===== src/rtl/dequant_zigzag_writer.sv =====
// dequant_zigzag_writer: dequantizes zig-zag ordered 8x8 coefficients, reorders
// each block to row-major and writes it into the pre-IDCT SRAM region
// (Y blocks, then U, then V).
// Optional feature macro: DEQ_PINGPONG_BUFFER_EN adds a second block buffer so
// filling continues while the previous block drains to SRAM.
`timescale 1ns/1ps
module dequant_zigzag_writer #(
   parameter logic [17:0] BASE_ADDR  = 18'd76800,
   parameter int          Y_WIDTH    = 320,
   parameter int          UV_WIDTH   = 160,
   parameter int          IMG_HEIGHT = 240
) (
   input  logic        Clock,
   input  logic        Resetn,
   input  logic        Enable,
   input  logic [15:0] coeff_in,
   input  logic        coeff_valid,
   output logic        coeff_ready,
   input  logic        q_select,
   output logic [17:0] SRAM_address,
   output logic [15:0] SRAM_write_data,
   output logic        SRAM_we_n,
   output logic        block_done,
   output logic        frame_done
);

`ifdef DEQ_PINGPONG_BUFFER_EN
   localparam int   AW       = 7;
   localparam logic PINGPONG = 1'b1;
`else
   localparam int   AW       = 6;
   localparam logic PINGPONG = 1'b0;
`endif
   localparam int DEPTH     = 1 << AW;
   localparam int Y_BPR     = Y_WIDTH / 8;
   localparam int UV_BPR    = UV_WIDTH / 8;
   localparam int Y_BLOCKS  = Y_BPR * (IMG_HEIGHT / 8);
   localparam int UV_BLOCKS = UV_BPR * (IMG_HEIGHT / 8);
   localparam logic [11:0] FIRST_UV = 12'(Y_BLOCKS);
   localparam logic [11:0] NUM_BLK  = 12'(Y_BLOCKS + 2 * UV_BLOCKS);
   localparam logic [11:0] LAST_BLK = NUM_BLK - 12'd1;

   // Row-major position (r*8+c) of each zig-zag index
   localparam logic [5:0] ZZ_POS [64] = '{
      6'd0,  6'd1,  6'd8,  6'd16, 6'd9,  6'd2,  6'd3,  6'd10,
      6'd17, 6'd24, 6'd32, 6'd25, 6'd18, 6'd11, 6'd4,  6'd5,
      6'd12, 6'd19, 6'd26, 6'd33, 6'd40, 6'd48, 6'd41, 6'd34,
      6'd27, 6'd20, 6'd13, 6'd6,  6'd7,  6'd14, 6'd21, 6'd28,
      6'd35, 6'd42, 6'd49, 6'd56, 6'd57, 6'd50, 6'd43, 6'd36,
      6'd29, 6'd22, 6'd15, 6'd23, 6'd30, 6'd37, 6'd44, 6'd51,
      6'd58, 6'd59, 6'd52, 6'd45, 6'd38, 6'd31, 6'd39, 6'd46,
      6'd53, 6'd60, 6'd61, 6'd54, 6'd47, 6'd55, 6'd62, 6'd63};

   typedef enum logic [1:0] {S_IDLE, S_FILL, S_WRITE} state_t;

   // log2 of the quantizer step for a diagonal d = r + c
   function automatic logic [2:0] shift_for(input logic qs, input logic [3:0] d);
      logic [2:0] s;
      if (!qs) begin
         case (d)
            4'd0:       s = 3'd3;
            4'd1:       s = 3'd2;
            4'd2, 4'd3: s = 3'd3;
            4'd4, 4'd5: s = 3'd4;
            4'd6, 4'd7: s = 3'd5;
            default:    s = 3'd6;
         endcase
      end else begin
         case (d)
            4'd0:             s = 3'd3;
            4'd1, 4'd2, 4'd3: s = 3'd1;
            4'd4, 4'd5:       s = 3'd2;
            4'd6, 4'd7:       s = 3'd3;
            default:          s = 3'd4;
         endcase
      end
      return s;
   endfunction

   state_t      state_q, state_d;
   logic [5:0]  idx_q, idx_d, wr_cnt_q, wr_cnt_d, bc_q, bc_d;
   logic        q_sel_q, q_sel_d, fill_sel_q, fill_sel_d, drain_sel_q, drain_sel_d;
   logic [1:0]  full_q, full_d;
   logic [11:0] fill_cnt_q, fill_cnt_d, blk_q, blk_d;
   logic [17:0] row_base_q, row_base_d;
   logic        block_done_q, block_done_d, frame_done_q, frame_done_d;
   logic        xfer, buf_we, is_uv;
   logic [AW-1:0] buf_waddr, buf_raddr;
   logic [15:0] buf_wdata;
   logic [15:0] buf_q [DEPTH];
   logic [5:0]  pos;
   logic [3:0]  diag;
   logic [2:0]  shamt;
   logic        q_eff;
   logic [23:0] wide;
   logic [17:0] row_off;

   // Dequantize the incoming coefficient and saturate it to 16-bit signed
   always_comb begin
      pos   = ZZ_POS[idx_q];
      diag  = {1'b0, pos[5:3]} + {1'b0, pos[2:0]};
      q_eff = (idx_q == 6'd0) ? q_select : q_sel_q;
      shamt = shift_for(q_eff, diag);
      wide  = {{8{coeff_in[15]}}, coeff_in} << shamt;
      if ($signed(wide) > 24'sd32767) begin
         buf_wdata = 16'h7FFF;
      end else if ($signed(wide) < -24'sd32768) begin
         buf_wdata = 16'h8000;
      end else begin
         buf_wdata = wide[15:0];
      end
   end

   // Drain-side address pieces: plane, row offset within block, buffer read index
   always_comb begin
      is_uv     = (blk_q >= FIRST_UV);
      row_off   = is_uv ? 18'(wr_cnt_q[5:3]) * 18'(UV_WIDTH)
                        : 18'(wr_cnt_q[5:3]) * 18'(Y_WIDTH);
      buf_raddr = AW'({drain_sel_q, wr_cnt_q});
   end

   assign coeff_ready     = (state_q != S_IDLE) && !full_q[fill_sel_q] && (fill_cnt_q != NUM_BLK);
   assign SRAM_we_n       = (state_q != S_WRITE);
   assign SRAM_address    = SRAM_we_n ? 18'd0
                          : row_base_q + 18'({bc_q, 3'b000}) + row_off + 18'(wr_cnt_q[2:0]);
   assign SRAM_write_data = SRAM_we_n ? 16'd0 : buf_q[buf_raddr];
   assign block_done      = block_done_q;
   assign frame_done      = frame_done_q;

   // Next-state logic: fill side accepts coefficients, drain side writes SRAM
   always_comb begin
      state_d      = state_q;
      idx_d        = idx_q;
      wr_cnt_d     = wr_cnt_q;
      bc_d         = bc_q;
      q_sel_d      = q_sel_q;
      fill_sel_d   = fill_sel_q;
      drain_sel_d  = drain_sel_q;
      full_d       = full_q;
      fill_cnt_d   = fill_cnt_q;
      blk_d        = blk_q;
      row_base_d   = row_base_q;
      block_done_d = 1'b0;
      frame_done_d = 1'b0;
      buf_we       = 1'b0;
      buf_waddr    = AW'({fill_sel_q, pos});
      xfer         = coeff_valid && coeff_ready;

      if (state_q == S_IDLE) begin
         if (Enable) begin
            state_d     = S_FILL;
            idx_d       = 6'd0;
            wr_cnt_d    = 6'd0;
            bc_d        = 6'd0;
            fill_sel_d  = 1'b0;
            drain_sel_d = 1'b0;
            full_d      = 2'b00;
            fill_cnt_d  = 12'd0;
            blk_d       = 12'd0;
            row_base_d  = BASE_ADDR;
         end
      end else begin
         if (xfer) begin
            buf_we = 1'b1;
            idx_d  = idx_q + 6'd1;
            if (idx_q == 6'd0) begin
               q_sel_d = q_select;
            end
            if (idx_q == 6'd63) begin
               full_d[fill_sel_q] = 1'b1;
               fill_sel_d         = fill_sel_q ^ PINGPONG;
               fill_cnt_d         = fill_cnt_q + 12'd1;
            end
         end
         case (state_q)
            S_FILL: begin
               if (full_d[drain_sel_q]) begin
                  state_d  = S_WRITE;
                  wr_cnt_d = 6'd0;
               end
            end
            S_WRITE: begin
               wr_cnt_d = wr_cnt_q + 6'd1;
               if (wr_cnt_q == 6'd63) begin
                  block_done_d        = 1'b1;
                  full_d[drain_sel_q] = 1'b0;
                  drain_sel_d         = drain_sel_q ^ PINGPONG;
                  if (blk_q == LAST_BLK) begin
                     frame_done_d = 1'b1;
                     state_d      = S_IDLE;
                  end else begin
                     blk_d = blk_q + 12'd1;
                     // Plane offsets equal whole planes, so stepping one block row past
                     // the last row of a plane lands exactly on the next plane's start
                     if (bc_q == (is_uv ? 6'(UV_BPR - 1) : 6'(Y_BPR - 1))) begin
                        bc_d       = 6'd0;
                        row_base_d = row_base_q + (is_uv ? 18'(8 * UV_WIDTH) : 18'(8 * Y_WIDTH));
                     end else begin
                        bc_d = bc_q + 6'd1;
                     end
                     if (!full_d[drain_sel_d]) begin
                        state_d = S_FILL;
                     end
                  end
               end
            end
            default: state_d = S_IDLE;
         endcase
      end
   end

   // State and counter registers
   always_ff @(posedge Clock or negedge Resetn) begin
      if (!Resetn) begin
         state_q      <= S_IDLE;
         idx_q        <= 6'd0;
         wr_cnt_q     <= 6'd0;
         bc_q         <= 6'd0;
         q_sel_q      <= 1'b0;
         fill_sel_q   <= 1'b0;
         drain_sel_q  <= 1'b0;
         full_q       <= 2'b00;
         fill_cnt_q   <= 12'd0;
         blk_q        <= 12'd0;
         row_base_q   <= 18'd0;
         block_done_q <= 1'b0;
         frame_done_q <= 1'b0;
      end else begin
         state_q      <= state_d;
         idx_q        <= idx_d;
         wr_cnt_q     <= wr_cnt_d;
         bc_q         <= bc_d;
         q_sel_q      <= q_sel_d;
         fill_sel_q   <= fill_sel_d;
         drain_sel_q  <= drain_sel_d;
         full_q       <= full_d;
         fill_cnt_q   <= fill_cnt_d;
         blk_q        <= blk_d;
         row_base_q   <= row_base_d;
         block_done_q <= block_done_d;
         frame_done_q <= frame_done_d;
      end
   end

   // Block buffer storage, written in row-major positions
   always_ff @(posedge Clock) begin
      if (buf_we) begin
         buf_q[buf_waddr] <= buf_wdata;
      end
   end

endmodule

===== config.mk =====
export PLATFORM = sky130hd
export DESIGN_NAME = dequant_zigzag_writer
export DESIGN_NICKNAME = d
export VERILOG_FILES = /design/src/rtl/dequant_zigzag_writer.sv
export SDC_FILE = /design/constraint.sdc
export NUM_CORES = 1
export LEC_CHECK = 0
export ABC_AREA = 0
export CORE_ASPECT_RATIO = 0.6
export CORE_MARGIN = 2
export CORE_UTILIZATION = 50
export CTS_CLUSTER_DIAMETER = 30
export DETAILED_ROUTE_END_ITERATION = 8
export HOLD_SLACK_MARGIN = 0.06
export PLACE_DENSITY = 0.66
export SLEW_MARGIN = 20
export SYNTH_ARGS = -nofsm -noshare
export SYNTH_HDL_FRONTEND = slang
export SYNTH_SLANG_ARGS = --single-unit

===== constraint.sdc =====
create_clock -name Clock -period 12.65 [get_ports Clock]
set_input_delay 2.53 -clock Clock [delete_from_list [all_inputs] [get_ports Clock]]
set_output_delay 2.53 -clock Clock [all_outputs]
set_load 0.05 [all_outputs]

=== Word level (Yosys, flattened, before mapping) ===
Memory sizes are Yosys's and may differ from the RTL's.
Cells that the tools add are included.

* Flip-flop bits (word level): 67
* RAM bits: 1,024
* ROM bits: 424
* Bits of input ports: 21
* Output and inout port bits: 38
* Logic and storage cells: 128
* Memories kept: 4

{| class="wikitable"
|+ Memories
! name !! words !! bits a word !! rd ports !! clocked after memory_dff !! write ports !! line !! RTL
|-
| buf_q || 64 || 16 || 1 || 0 || 1 || 90 || <nowiki>logic [15:0] buf_q [DEPTH];</nowiki>
|-
| (no name shown) || 64 || 6 || 1 || 0 || 0 || 100 || <nowiki>pos = ZZ_POS[idx_q];</nowiki>
|-
| (no name shown) || 8 || 3 || 1 || 0 || 0 || 60 || <nowiki>case (d)</nowiki>
|-
| (no name shown) || 8 || 2 || 1 || 0 || 0 || 69 || <nowiki>case (d)</nowiki>
|}

* Add/subtract/negate cells: 10
* $mul: 2
* Order comparisons: 4
* Equality and inequality tests: 12
* Shift-type cells: 1
* Muxes and demuxes: 62
* Bitwise logic cells: 2
* Reduce and logical (&&, ||, !) cells: 20

{| class="wikitable"
|+ Operators by type and width
! cell !! count
|-
| $mux 18 || 7
|-
| $mux 12 || 10
|-
| $mux 6 || 13
|-
| $mux 16 || 3
|-
| $add 18x12->18 || 2
|-
| $add 12x1->12 const B || 2
|-
| $gt 24x16->1 const B || 1
|-
| $lt 24x16->1 const B || 1
|-
| $shl 24x3->24 || 1
|-
| $add 18x3->18 || 1
|-
| $add 18x9->18 || 1
|-
| $add 6x1->6 const B || 3
|-
| $mux 1 || 17
|-
| $mux 2 || 7
|-
| $eq 12x12->1 const B || 1
|-
| $eq 6x6->1 const B || 2
|-
| $ge 12x11->1 const B || 1
|-
| $mul 3x3->6 const B || 2
|-
| $ne 12x12->1 const B || 1
|-
| $pmux 6 s2 || 1
|-
| $reduce_bool 2->1 || 6
|-
| $mux 3 || 3
|-
| $reduce_and 3->1 || 3
|-
| $ge 7x7->1 const B || 1
|-
| other kinds (17) || 23
|}

=== Depth between registers and ports, before layout ===
Gate-level depths: netlist of run 1.
An unclocked memory read counts as a cell.

* Word-level depth: 12
* Gate-level depth with buffers: 20
* Mapped depth without buffers: 18

=== Least setup slack after synthesis of run 1 ===
Ideal clock, no wire load.

* Kind: register -> register
* From: register idx_q[0]
* To: memory buf_q[0][11], data pin
* Library setup time: 0.588 ns
* Arrival time: 6.669 ns
* Required time: 12.062 ns
* Slack: 5.393 ns
* Cell stages (with the launch flop): 18
* Path buffers: 2
* Period minus slack after synthesis: 7.257 ns
* Cell sequence: dfrtp_1 clkbuf_1 inv_1 ha_1 inv_2 mux4_2 mux4_2 ha_1 fa_1 nand2b_1 a211oi_1 nor3_2 mux2i_1 a2111oi_4 nor3_1 o21a_1 buf_6 a31oi_1

* Word-level cells in the longest chain between the ends: 12
* Elaborated cells between the ends (all ways): 17
* Classes of those cells: add/sub (1); order compare (2); shift (1); mux (8); bitwise (1); reduce/logical (1); memory (3)

{| class="wikitable"
|+ Ends and longest elaborated chain
! item !! line !! RTL
|-
| start: declaration || 81 || <nowiki>logic [5:0] idx_q, idx_d, wr_cnt_q, wr_cnt_d, bc_q, bc_d;</nowiki>
|-
| start signal: assignment || 230 || <nowiki>idx_q <= idx_d;</nowiki>
|-
| $not 6->7 (not written as such) || 100 ||
|-
| $mem_v2 64x6 || -- ||
|-
| $mux 6 (not written as such) (2 in series) || 100 ||
|-
| $add 3x3->4 || 101 || <nowiki>diag = {1'b0, pos[5:3]} + {1'b0, pos[2:0]};</nowiki>
|-
| $mem_v2 8x3 or $mem_v2 8x2 (tied branches) || -- ||
|-
| $mux 3 (on tied branches) || 60, 69 ||
|-
| $mux 3 (*) || 59 || <nowiki>if (!qs) begin</nowiki>
|-
| $shl 24x3->24 (*) || 104 || <nowiki>wide = {{8{coeff_in[15]}}, coeff_in} << shamt;</nowiki>
|-
| $lt 24x16->1 || 107 || <nowiki>end else if ($signed(wide) < -24'sd32768) begin</nowiki>
|-
| $mux 16 || 107 ||
|-
| $mux 16 (*) || 105 || <nowiki>if ($signed(wide) > 24'sd32767) begin</nowiki>
|-
| via buf_wdata[11] || 89 || <nowiki>logic [15:0] buf_wdata;</nowiki>
|-
| end: declaration || 90 ||
|}

Mark *: on every way through the listed nets, which the timed path passes. The rest lies on a longest branch. The select of a mux whose other input is x is not followed.

=== Final worst setup path of run 1 ===
* From: register blk_q[6]
* To: output SRAM_address[16]

* Word-level cells in the longest chain between the ends: 5

{| class="wikitable"
|+ Ends and longest elaborated chain
! item !! line !! RTL
|-
| start: declaration || 84 || <nowiki>logic [11:0] fill_cnt_q, fill_cnt_d, blk_q, blk_d;</nowiki>
|-
| start signal: assignment || 238 || <nowiki>blk_q <= blk_d;</nowiki>
|-
| $ge 12x11->1 || 116 || <nowiki>is_uv = (blk_q >= FIRST_UV);</nowiki>
|-
| $mux 12 || 117 || <nowiki>row_off = is_uv ? 18'(wr_cnt_q[5:3]) * 18'(UV_WIDTH)</nowiki>
|-
| $add 18x12->18 || 125 || <nowiki>: row_base_q + 18'({bc_q, 3'b000}) + row_off + 18'(wr_cnt_q[2:0]);</nowiki>
|-
| $add 18x3->18 || 125 ||
|-
| $mux 18 || 124 || <nowiki>assign SRAM_address = SRAM_we_n ? 18'd0</nowiki>
|-
| end: declaration || 20 || <nowiki>output logic [17:0] SRAM_address,</nowiki>
|}

No other way between the ends.

==> results.py, run 1 <==
metrics = {
    "power_and_ir_drop": {
        "power_frac_clock_pct": 27.1,
        "intPower_mw": 9.276,
        "p_sw_share_pct": 33.53,
        "p_switching_mw": 4.678,
        "power_density_mw_per_mm2": 270.5,
        "p_leak_nw": 16.43,
        "power.total_mw": 13.95,
        "combPwrFrac_pct": 27.8,
        "ir_worst_vdd_v": 0.0006915,
        "seq_power_share_pct": 45.1,
    },
    "hold_path": {
        "hold_class": "reg2reg",
        "worstHoldPathCells": 1,
    },
    "sta": {
        "relSlewSlack_pct": 22.79,
        "setup_tns_ns": 0,
        "min_period_over_period_pct": 63.15,
        "hold_violations": 0,
        "grt_setup_unrepaired": "no",
        "setup_violations": 0,
        "clock_skew_ns": 0.03082,
        "min_period_ns": 7.988,
        "max_freq_mhz": 125.2,
        "tightest_slew_ns": 1.158,
        "final_max_slew_viol_count": 0,
    },
    "grt": {
        "track_usage_pct": 25.03,
        "grt_pass1_wl_um": 163000,
        "grt_pass1_vias": 22810,
        "grt_max_degree": 159,
        "grt-ovfl-total": 0,
        "antenna_found_initial": 11,
    },
    "die": {
        "rows": 84,
        "core-area_sq_mm": 0.08797,
        "io_pins": 59,
        "die_area_sq_mm": 0.09168,
        "start_util_pct": 50.70,
        "die-height_um": 235.3,
        "fp.dieW_um": 389.6,
    },
    "clock_tree": {
        "cts.path.max_buffers": 3,
        "postCtsHoldBufs": 0,
        "cts_sinks": 1082,
        "clock_latency_ns": 0.75,
        "cts_setup_buffers": 0,
        "cts.clk_slew.worst_paths_ns": 0.06,
        "cts_resized": 0,
        "cts_max_level": 4,
        "cts_made_buffers": 134,
        "cts_tree": "yes",
        "cts_root_buffer": "clkbuf_16",
    },
    "synth": {
        "synth_async_sr_flop_share_pct": 5.360,
        "yosysWarnings": 0,
        "avgSynthCellArea_sq_um": 20.12,
        "ys_seq_area_share_pct": 72.20,
        "synth_flop_cell": "edfxtp_1",
        "synth_edf_count": 1024,
        "syn_nets": 2285,
        "synth-seq-cells": 1082,
        "synth_cell_type_count": 74,
        "syn_area_sq_mm": 0.04460,
        "synthCells": 2217,
    },
    "worst_setup_path": {
        "critPathCaptureType": "primary output",
        "critical_path_peak_fanout": 12,
        "worst_r2r_path_depth": 14,
        "crit_end": "SRAM_address[16]",
        "crit_chain": "a21o_1 > a211o_1 > a21oi_2 > mux2_2 > ha_1 > ha_1 > a21o_1 > a21o_1 > a21oi_1 > o21bai_1 > a21oi_1 > o21bai_1 > a21oi_1 > a31o_2 > clkdlybuf4s50_1",
        "crit_type": "reg2out",
        "crit_path_start": "blk_q[6]$_DFFE_PN0P_",
        "critPathSlowestCell": "clkdlybuf4s50_1",
        "crit_cells": 15,
        "cp.required_ns": 10.12,
        "critPathTopFamily": "compound AO/OA/AOI/OAI gates",
        "r2r-start": "idx_q[0]$_DFFE_PN0P_",
        "cp-start-kind": "flip-flop",
        "rrSetupSlack_ns": 5.26,
        "r2r_end": "buf_q[4][0]$_DFFE_PP_",
        "slowest_delay_ns": 0.79,
        "crit_buf_inv": 1,
        "crit_arrival_ns": 5.46,
    },
    "routing": {
        "drt_iter0_drc": 2809,
        "vias": 23200,
        "totalWireLength_um": 112300,
        "final_antenna_net_count": 0,
        "wl_per_cell_um": 30.74,
        "drc_errors": 0,
        "drt-pass1-iter-count": 7,
        "avgViaCountPerCell": 6.347,
    },
    "cells_and_area": {
        "layout_commonest_cell": "edfxtp_1",
        "fin_nets": 2452,
        "area_growth_pct": 15.67,
        "drive_above_1_share_pct": 28.68,
        "final_cell_mix": "edfxtp_1, mux4_2, clkbuf_16, nor2_1, buf_4",
    },
    "placement": {
        "port_buffers": 58,
        "hpwl_um": 65190,
        "gp_congestion": 0.8079,
    },
    "run_status": {
        "status": "finished, final reports clean",
    },
    "run": {
        "cap_violations": 0,
    },
}
worst min path at each step:
stage | start | to | slack, ns
after floorplan | full_q[0]$_DFFE_PN0P_ | state_q[0]$_DFFE_PN0P_ | 0.47
after global placement | full_q[0]$_DFFE_PN0P_ | state_q[0]$_DFFE_PN0P_ | 0.50
after detailed placement | full_q[0]$_DFFE_PN0P_ | state_q[0]$_DFFE_PN0P_ | 0.51
after CTS | full_q[0]$_DFFE_PN0P_ | state_q[0]$_DFFE_PN0P_ | 0.53
after global routing | full_q[0]$_DFFE_PN0P_ | state_q[0]$_DFFE_PN0P_ | 0.55
final | full_q[0]$_DFFE_PN0P_ | state_q[0]$_DFFE_PN0P_ | 0.52
state kept, by name, summed over array words and instances, names as in the netlist:
name	flops
frame_done	1
state_q	2
block_done	1
full_q	1
fill_cnt_q	12
bc_q	6
blk_q	12
buf_q	1024
q_sel_q	1
idx_q	6
buf_raddr	6
row_base_q	10
layer usage:
| metal | share of wire, % | routed length [um] | vias to the layer above | global-route usage [%] |
|---|---|---|---|---|
| li1 | - | - | 9510 | - |
| met1 | 44 | 49120 | 12280 | 39.44 |
| met2 | 43 | 48530 | 1216 | 34.69 |
| met3 | 11 | 12300 | 179 | 6.287 |
| met4 | 2.1 | 2329 | 10 | 7.094 |
| met5 | 0.060 | 67 | - | 0 |
synthesized netlist by cell type, types with 4 or more instances:
master / number / area, sq um
a211o_1: 4 / 35.03
a211oi_1: 4 / 30.03
a21o_1: 11 / 82.58
a21oi_1: 36 / 180.2
a31oi_1: 12 / 75.07
and2_1: 31 / 193.9
and3_1: 6 / 37.54
buf_1: 21 / 78.83
buf_2: 25 / 125.1
clkbuf_1: 70 / 262.8
dfrtp_1: 58 / 1451
edfxtp_1: 1024 / 30750
ha_1: 44 / 550.5
inv_1: 32 / 120.1
mux2_2: 8 / 90.09
mux2i_1: 23 / 230.2
mux4_2: 341 / 7680
nand2_1: 80 / 300.3
nand2b_1: 14 / 87.58
nand3_1: 22 / 110.1
nand4_1: 12 / 75.07
nor2_1: 134 / 503.0
nor2b_1: 6 / 37.54
nor3_1: 13 / 65.06
nor4_1: 8 / 50.05
o21ai_0: 39 / 195.2
o21ai_1: 10 / 50.05
o21bai_1: 5 / 37.54
o31ai_1: 6 / 45.04
or3_1: 4 / 25.02
xnor2_1: 25 / 219.0
xor2_1: 23 / 201.4
final cells by class:
| cell class | count | area (sq um) |
|---|---|---|
| Tap cell | 1161 | 1453 |
| Fill cell | 6206 | 36380 |
| Inverter | 34 | 128.9 |
| Clock buffer | 151 | 3597 |
| Timing Repair Buffer | 149 | 1282 |
| Multi-Input combinational cell | 983 | 12030 |
| Antenna cell | 1 | 2.502 |
| Clock inverter | 94 | 874.6 |
| Sequential cell | 1082 | 32220 |
logic make-up after synthesis:
family          count (synthesis)  synth area share [%]
mux                           372                 17.94
xor+xnor                       48                0.9426
fa+ha+maj                      47                 1.369
flops                        1082                 72.20
buf+inv                       152                 1.383
compound gates                164                 2.415
simple gates                  351                 3.745
other cells                     1              0.008408
through the flow:
step	std cells	instance area, sq um	hold slack (ns)	utilization, %	setup WS [ns]
final	3655	51590	0.5214	58.64	4.662
after detailed placement	3409	47100	0.5106	53.54	5.235
after CTS	3654	51570	0.5253	58.63	4.630
after global placement	3409	47100	0.4958	53.54	5.445
after global routing	3654	51580	0.5541	58.64	4.437
after floorplan	2217	44600	0.4694	-	5.393
power by group through the flow:
| stage | clock (mW) | combinational, mW | sequential, mW |
|---|---|---|---|
| after floorplan | 0 | 2.06 | 6.51 |
| after global placement | 0 | 3.63 | 6.34 |
| after detailed placement | 0 | 3.86 | 6.37 |
| after CTS | 3.83 | 3.87 | 6.30 |
| after global routing | 3.97 | 4.22 | 6.33 |
| final | 3.78 | 3.87 | 6.30 |
Power figures use the tool's default switching activity.
==> inputs of run 2 (changes only) <==
PLACE_DENSITY = 0.68   (was 0.66)
clock period = 7.3 ns   (was 12.65 ns; I/O delays follow)
==> results.py, run 2 (synthesized netlist as in run 1, its figures left out) <==
metrics = {
    "hold_path": {
        "hp-start": "row_base_q[8]$_DFFE_PN0P_",
        "hold_class": "reg2reg",
    },
    "die": {
        "rows": 84,
        "core-area_sq_mm": 0.08797,
        "die-height_um": 235.3,
        "io_pins": 59,
        "fp.dieW_um": 389.6,
        "die_area_sq_mm": 0.09168,
        "start_util_pct": 50.70,
    },
    "routing": {
        "drt-pass1-iter-count": 5,
        "drc_errors": 0,
        "wl_per_cell_um": 30.54,
        "avgViaCountPerCell": 6.277,
        "final_antenna_net_count": 0,
        "vias": 23170,
        "totalWireLength_um": 112700,
        "drt_iter0_drc": 2929,
    },
    "sta": {
        "min_period_ns": 6.708,
        "relSlewSlack_pct": 34.45,
        "hold_violations": 0,
        "min_period_over_period_pct": 91.89,
        "clock_skew_ns": 0.03723,
        "setup_violations": 0,
        "setup_ws_ns": 0.5917,
        "grt_setup_unrepaired": "no",
        "final_max_slew_viol_count": 0,
        "tightest_slew_ns": 0.9832,
        "max_freq_mhz": 149.1,
        "setup_tns_ns": 0,
    },
    "grt": {
        "grt_pass1_vias": 23090,
        "grt_pass1_wl_um": 162800,
        "track_usage_pct": 25.10,
        "antenna_found_initial": 6,
        "grt-ovfl-total": 0,
        "grt_max_degree": 65,
    },
    "worst_setup_path": {
        "critPathSlowestCell": "clkdlybuf4s50_1",
        "slowest_delay_ns": 0.79,
        "crit_type": "reg2out",
        "crit_path_start": "blk_q[4]$_DFFE_PN0P_",
        "r2r-start": "idx_q[1]$_DFFE_PN0P_",
        "critPathCaptureType": "primary output",
        "cp-start-kind": "flip-flop",
        "crit_arrival_ns": 5.25,
        "crit_buf_inv": 2,
        "crit_chain": "a21o_1 > a211o_1 > a21oi_2 > buf_4 > mux2_2 > ha_1 > ha_1 > a21o_1 > a21o_1 > a21oi_1 > o21bai_1 > a21oi_1 > o21bai_1 > a21oi_1 > a31o_2 > clkdlybuf4s50_1",
        "cp.required_ns": 5.84,
        "critPathTopFamily": "compound AO/OA/AOI/OAI gates",
        "critical_path_peak_fanout": 12,
    },
    "clock_tree": {
        "cts_sinks": 1082,
        "postCtsHoldBufs": 0,
        "cts_root_buffer": "clkbuf_16",
        "cts_made_buffers": 132,
        "cts_setup_buffers": 0,
        "cts_tree": "yes",
        "cts.clk_slew.worst_paths_ns": 0.05,
        "cts_max_level": 4,
        "cts_resized": 0,
        "cts.path.max_buffers": 3,
        "clock_latency_ns": 0.75,
    },
    "cells_and_area": {
        "fin_nets": 2482,
        "layout_commonest_cell": "edfxtp_1",
        "largest_register_ffs": 1024,
        "area_growth_pct": 16.59,
        "n_fill_cell": 6237,
        "final_cell_mix": "edfxtp_1, mux4_2, clkbuf_16, nor2_1, buf_4",
        "drive_above_1_share_pct": 29.02,
        "stdcell_count": 3691,
        "largest_register": "buf_q",
        "reg_top3": "buf_q (1024), blk_q (12), fill_cnt_q (12)",
    },
    "placement": {
        "hpwl_um": 66050,
        "numPlacedInstances": 3441,
        "pre_cts_slack_ns": 0.7885,
        "gp_congestion": 0.8397,
        "port_buffers": 58,
    },
    "power_and_ir_drop": {
        "intPower_mw": 16.37,
        "seq_power_share_pct": 44.7,
        "p_switching_mw": 7.950,
        "ir_worst_vdd_v": 0.0009049,
        "p_leak_nw": 16.65,
        "p_sw_share_pct": 32.69,
        "power_density_mw_per_mm2": 467.7,
        "power.total_mw": 24.32,
        "power_frac_clock_pct": 27.7,
        "combPwrFrac_pct": 27.6,
    },
    "run": {
        "cap_violations": 0,
    },
    "run_status": {
        "status": "finished, final reports clean",
    },
}
run 2: changes by cell type in the layout (fill, tap and decap cells not counted), moves of 7 or more:
cell and change:
buf_4 +25, buf_12 +8, diode_2 +7, clkinv_2 -7, nor2_1 +11, nor2_2 -7, bufinv_16 +9
run 2: per-stage QoR:
step | instance area (sq um) | hold slack [ns] | utilization [%]
2_1_floorplan | 44600 | 0.4694 | -
3_3_place_gp | 47390 | 0.5019 | 53.87
3_5_place_dp | 47390 | 0.5197 | 53.87
4_1_cts | 51980 | 0.5314 | 59.09
5_1_grt | 51990 | 0.5682 | 59.11
6_report | 52000 | 0.5274 | 59.11
run 2: area by class of cell:
class	count	area [sq um]	area share, %
Clock buffer	151	3502	6.735
Inverter	34	127.6	0.2454
Clock inverter	91	1085	2.086
Antenna cell	8	20.02	0.03850
Sequential cell	1082	32220	61.95
Tap cell	1161	1453	2.794
Timing Repair Buffer	181	1619	3.114
Multi-Input combinational cell	983	11980	23.03
run 2: final timing paths:
| check | end | slack (ns) | depth (start not counted) |
|---|---|---|---|
| hold reg to reg | row_base_q[8]$_DFFE_PN0P_ | 0.53 | 2 |
| setup / recovery | SRAM_address[16] | 0.59 | 16 |
| hold / removal | row_base_q[8]$_DFFE_PN0P_ | 0.53 | 2 |
| max in group asynchronous | buf_raddr[2]$_DFFE_PN0P_ | 5.80 | 2 |
| min in group asynchronous | idx_q[3]$_DFFE_PN0P_ | 0.89 | 2 |
| setup reg to reg | buf_q[19][6]$_DFFE_PP_ | 0.63 | 16 |
run 2: power groups by stage:
| stage | sequential, mW | combinational [mW] | clock (mW) |
|---|---|---|---|
| 3_5_place_dp | 11.0 | 6.67 | 0 |
| 2_1_floorplan | 11.3 | 3.57 | 0 |
| 3_3_place_gp | 11.0 | 6.28 | 0 |
| 5_1_grt | 10.9 | 7.34 | 7.07 |
| 6_report | 10.9 | 6.71 | 6.74 |
| 4_1_cts | 10.9 | 6.67 | 6.84 |
run 2: worst register-to-register path, cell delays in order (launching register included):
cell and delay (ns):
dfrtp_1 0.56, inv_1 0.24, ha_1 0.46, inv_2 0.07
mux4_2 0.46, mux4_2 0.54, ha_1 0.27, fa_1 0.47
xnor2_1 0.31, o21ai_0 0.27, a211oi_2 0.55, nor2_2 0.30
o41ai_1 0.44, a31o_2 0.62, buf_4 0.30, a21oi_4 0.06
buf_4 0.33
run 2: routing by layer:
layer | vias up | GRT usage, % | share of wire, % | wire length (um)
li1 | 9571 | - | - | -
met1 | 12210 | 36.43 | 41 | 45800
met2 | 1200 | 35.10 | 44 | 49220
met3 | 185 | 9.082 | 13 | 14340
met4 | 8 | 8.645 | 2.7 | 3081
met5 | - | 1.818 | 0.24 | 275
==> inputs of run 3 (changes only) <==
PLACE_DENSITY = 0.66   (was 0.68)
clock period = 8.15 ns   (was 7.3 ns; I/O delays follow)
==> results.py, run 3 (synthesized netlist as in run 1, its figures left out) <==
metrics = {
    "sta": {
        "setup_ws_ns": 0.7526,
        "min_period_over_period_pct": 90.77,
        "relSlewSlack_pct": 27.44,
        "hold_violations": 0,
        "setup_violations": 0,
        "max_freq_mhz": 135.2,
        "clock_skew_ns": 0.02275,
        "tightest_slew_ns": 1.088,
        "grt_setup_unrepaired": "no",
        "whs_ns": 0.5188,
        "setup_tns_ns": 0,
        "min_period_ns": 7.397,
        "final_max_slew_viol_count": 0,
    },
    "power_and_ir_drop": {
        "combPwrFrac_pct": 27.0,
        "p_leak_nw": 16.57,
        "intPower_mw": 14.63,
        "p_switching_mw": 7.142,
        "seq_power_share_pct": 44.9,
        "power_frac_clock_pct": 28.1,
        "power_density_mw_per_mm2": 419.2,
        "p_sw_share_pct": 32.80,
        "ir_worst_vdd_v": 0.0005009,
    },
    "clock_tree": {
        "cts_root_buffer": "clkbuf_16",
        "cts_tree": "yes",
        "clock_latency_ns": 0.73,
        "cts_max_level": 4,
        "postCtsHoldBufs": 0,
        "cts.clk_slew.worst_paths_ns": 0.06,
        "cts_resized": 0,
        "cts.path.max_buffers": 3,
        "cts_setup_buffers": 0,
        "cts_made_buffers": 138,
        "cts_sinks": 1082,
    },
    "die": {
        "die-height_um": 235.3,
        "rows": 84,
        "io_pins": 59,
        "start_util_pct": 50.70,
        "die_area_sq_mm": 0.09168,
        "fp.dieW_um": 389.6,
        "core-area_sq_mm": 0.08797,
    },
    "placement": {
        "port_buffers": 58,
        "hpwl_um": 66210,
        "pre_cts_slack_ns": 0.9067,
        "gp_congestion": 0.8228,
        "numPlacedInstances": 3415,
    },
    "routing": {
        "totalWireLength_um": 115800,
        "final_antenna_net_count": 0,
        "wl_per_cell_um": 31.55,
        "avgViaCountPerCell": 6.427,
        "vias": 23590,
        "drt-pass1-iter-count": 6,
        "drt_iter0_drc": 3329,
        "drc_errors": 0,
    },
    "worst_setup_path": {
        "crit_end": "buf_q[25][0]$_DFFE_PP_",
        "crit_arrival_ns": 7.57,
        "r2r_end": "buf_q[25][0]$_DFFE_PP_",
        "crit_type": "reg2reg",
        "worst_r2r_path_depth": 14,
        "critical_path_peak_fanout": 65,
        "crit_path_start": "idx_q[0]$_DFFE_PN0P_",
        "rrSetupSlack_ns": 0.75,
        "r2r-start": "idx_q[0]$_DFFE_PN0P_",
        "critPathCaptureType": "flip-flop",
        "cp-start-kind": "flip-flop",
        "cp.required_ns": 8.32,
    },
    "grt": {
        "antenna_found_initial": 2,
        "grt_max_degree": 78,
        "grt_pass1_wl_um": 166500,
        "grt-ovfl-total": 0,
        "grt_pass1_vias": 23180,
        "top_usage_layer": "met1",
        "grt_use_met2_pct": 36.22,
        "use_met3_pct": 6.238,
        "track_usage_pct": 25.73,
        "grtUsageMet1_pct": 39.91,
    },
    "cells_and_area": {
        "final_cell_mix": "edfxtp_1, mux4_2, clkbuf_16, nor2_1, buf_4",
        "drive_above_1_share_pct": 28.90,
        "layout_commonest_cell": "edfxtp_1",
        "area_growth_pct": 16.46,
        "largest_register": "buf_q",
        "reg_top3": "buf_q (1024), blk_q (12), fill_cnt_q (12)",
        "stdcell_count": 3671,
        "fin_nets": 2462,
        "largest_register_ffs": 1024,
    },
    "run_status": {
        "status": "finished, final reports clean",
    },
    "hold_path": {
        "hold_class": "reg2reg",
    },
    "run": {
        "cap_violations": 0,
    },
}
[run 3: changes by cell type in the layout (fill, tap and decap cells not counted), sizes merged]
| cell | before | now |
|---|---|---|
| bufinv | 17 | 14 |
| buf | 125 | 99 |
| inv | 52 | 59 |
| diode | 8 | 1 |
| clkbuf | 151 | 161 |
| clkinv | 42 | 41 |
[run 3: power by group through the flow]
| stage | Clock (mW) | Combinational (mW) | Sequential (mW) |
|---|---|---|---|
| floorplan | 0 | 3.20 | 10.1 |
| global placement | 0 | 5.42 | 9.84 |
| detailed placement | 0 | 5.82 | 9.88 |
| CTS | 6.20 | 5.84 | 9.77 |
| global route | 6.45 | 6.38 | 9.81 |
| finish | 6.12 | 5.88 | 9.77 |
[run 3: worst min path at each step]
stage	from	endpoint	cells after the start
6_report	full_q[0]$_DFFE_PN0P_	state_q[0]$_DFFE_PN0P_	1
3_3_place_gp	full_q[0]$_DFFE_PN0P_	state_q[0]$_DFFE_PN0P_	1
5_1_grt	full_q[0]$_DFFE_PN0P_	state_q[0]$_DFFE_PN0P_	1
4_1_cts	full_q[0]$_DFFE_PN0P_	state_q[0]$_DFFE_PN0P_	1
3_5_place_dp	full_q[0]$_DFFE_PN0P_	state_q[0]$_DFFE_PN0P_	1
2_1_floorplan	full_q[0]$_DFFE_PN0P_	state_q[0]$_DFFE_PN0P_	1
[run 3: critical path, cell delays in order (launching register included)]
cell and delay (ns):
dfrtp_1 0.65, inv_1 0.27, ha_1 0.51, inv_2 0.08, mux4_2 0.48, mux4_2 0.53
ha_1 0.26, fa_1 0.47, xnor2_1 0.27, o21ai_0 0.24, a211oi_2 0.57, nor2_2 0.29
o41ai_1 0.41, a31o_2 0.76, clkinv_2 0.97
[run 3: final cells by class]
class	count	area, sq um
Antenna cell	1	2.502
Clock buffer	161	3603
Clock inverter	94	1071
Fill cell	6183	36030
Inverter	34	128.9
Multi-Input combinational cell	983	12050
Sequential cell	1082	32220
Tap cell	1161	1453
Timing Repair Buffer	155	1424
[run 3: layer usage]
layer	up-vias	wire length, um
met5	-	0
met4	0	2780
met3	183	13170
met2	1338	50460
met1	12550	49430
li1	9525	-
[run 3: metrics by stage]
step	power [mW]	utilization, %	instance area, sq um
after detailed placement	15.70	53.73	47270
after global routing	22.64	59.04	51940
after CTS	21.81	59.04	51940
after global placement	15.27	53.71	47250
final	21.77	59.05	51940
after floorplan	13.30	-	44600
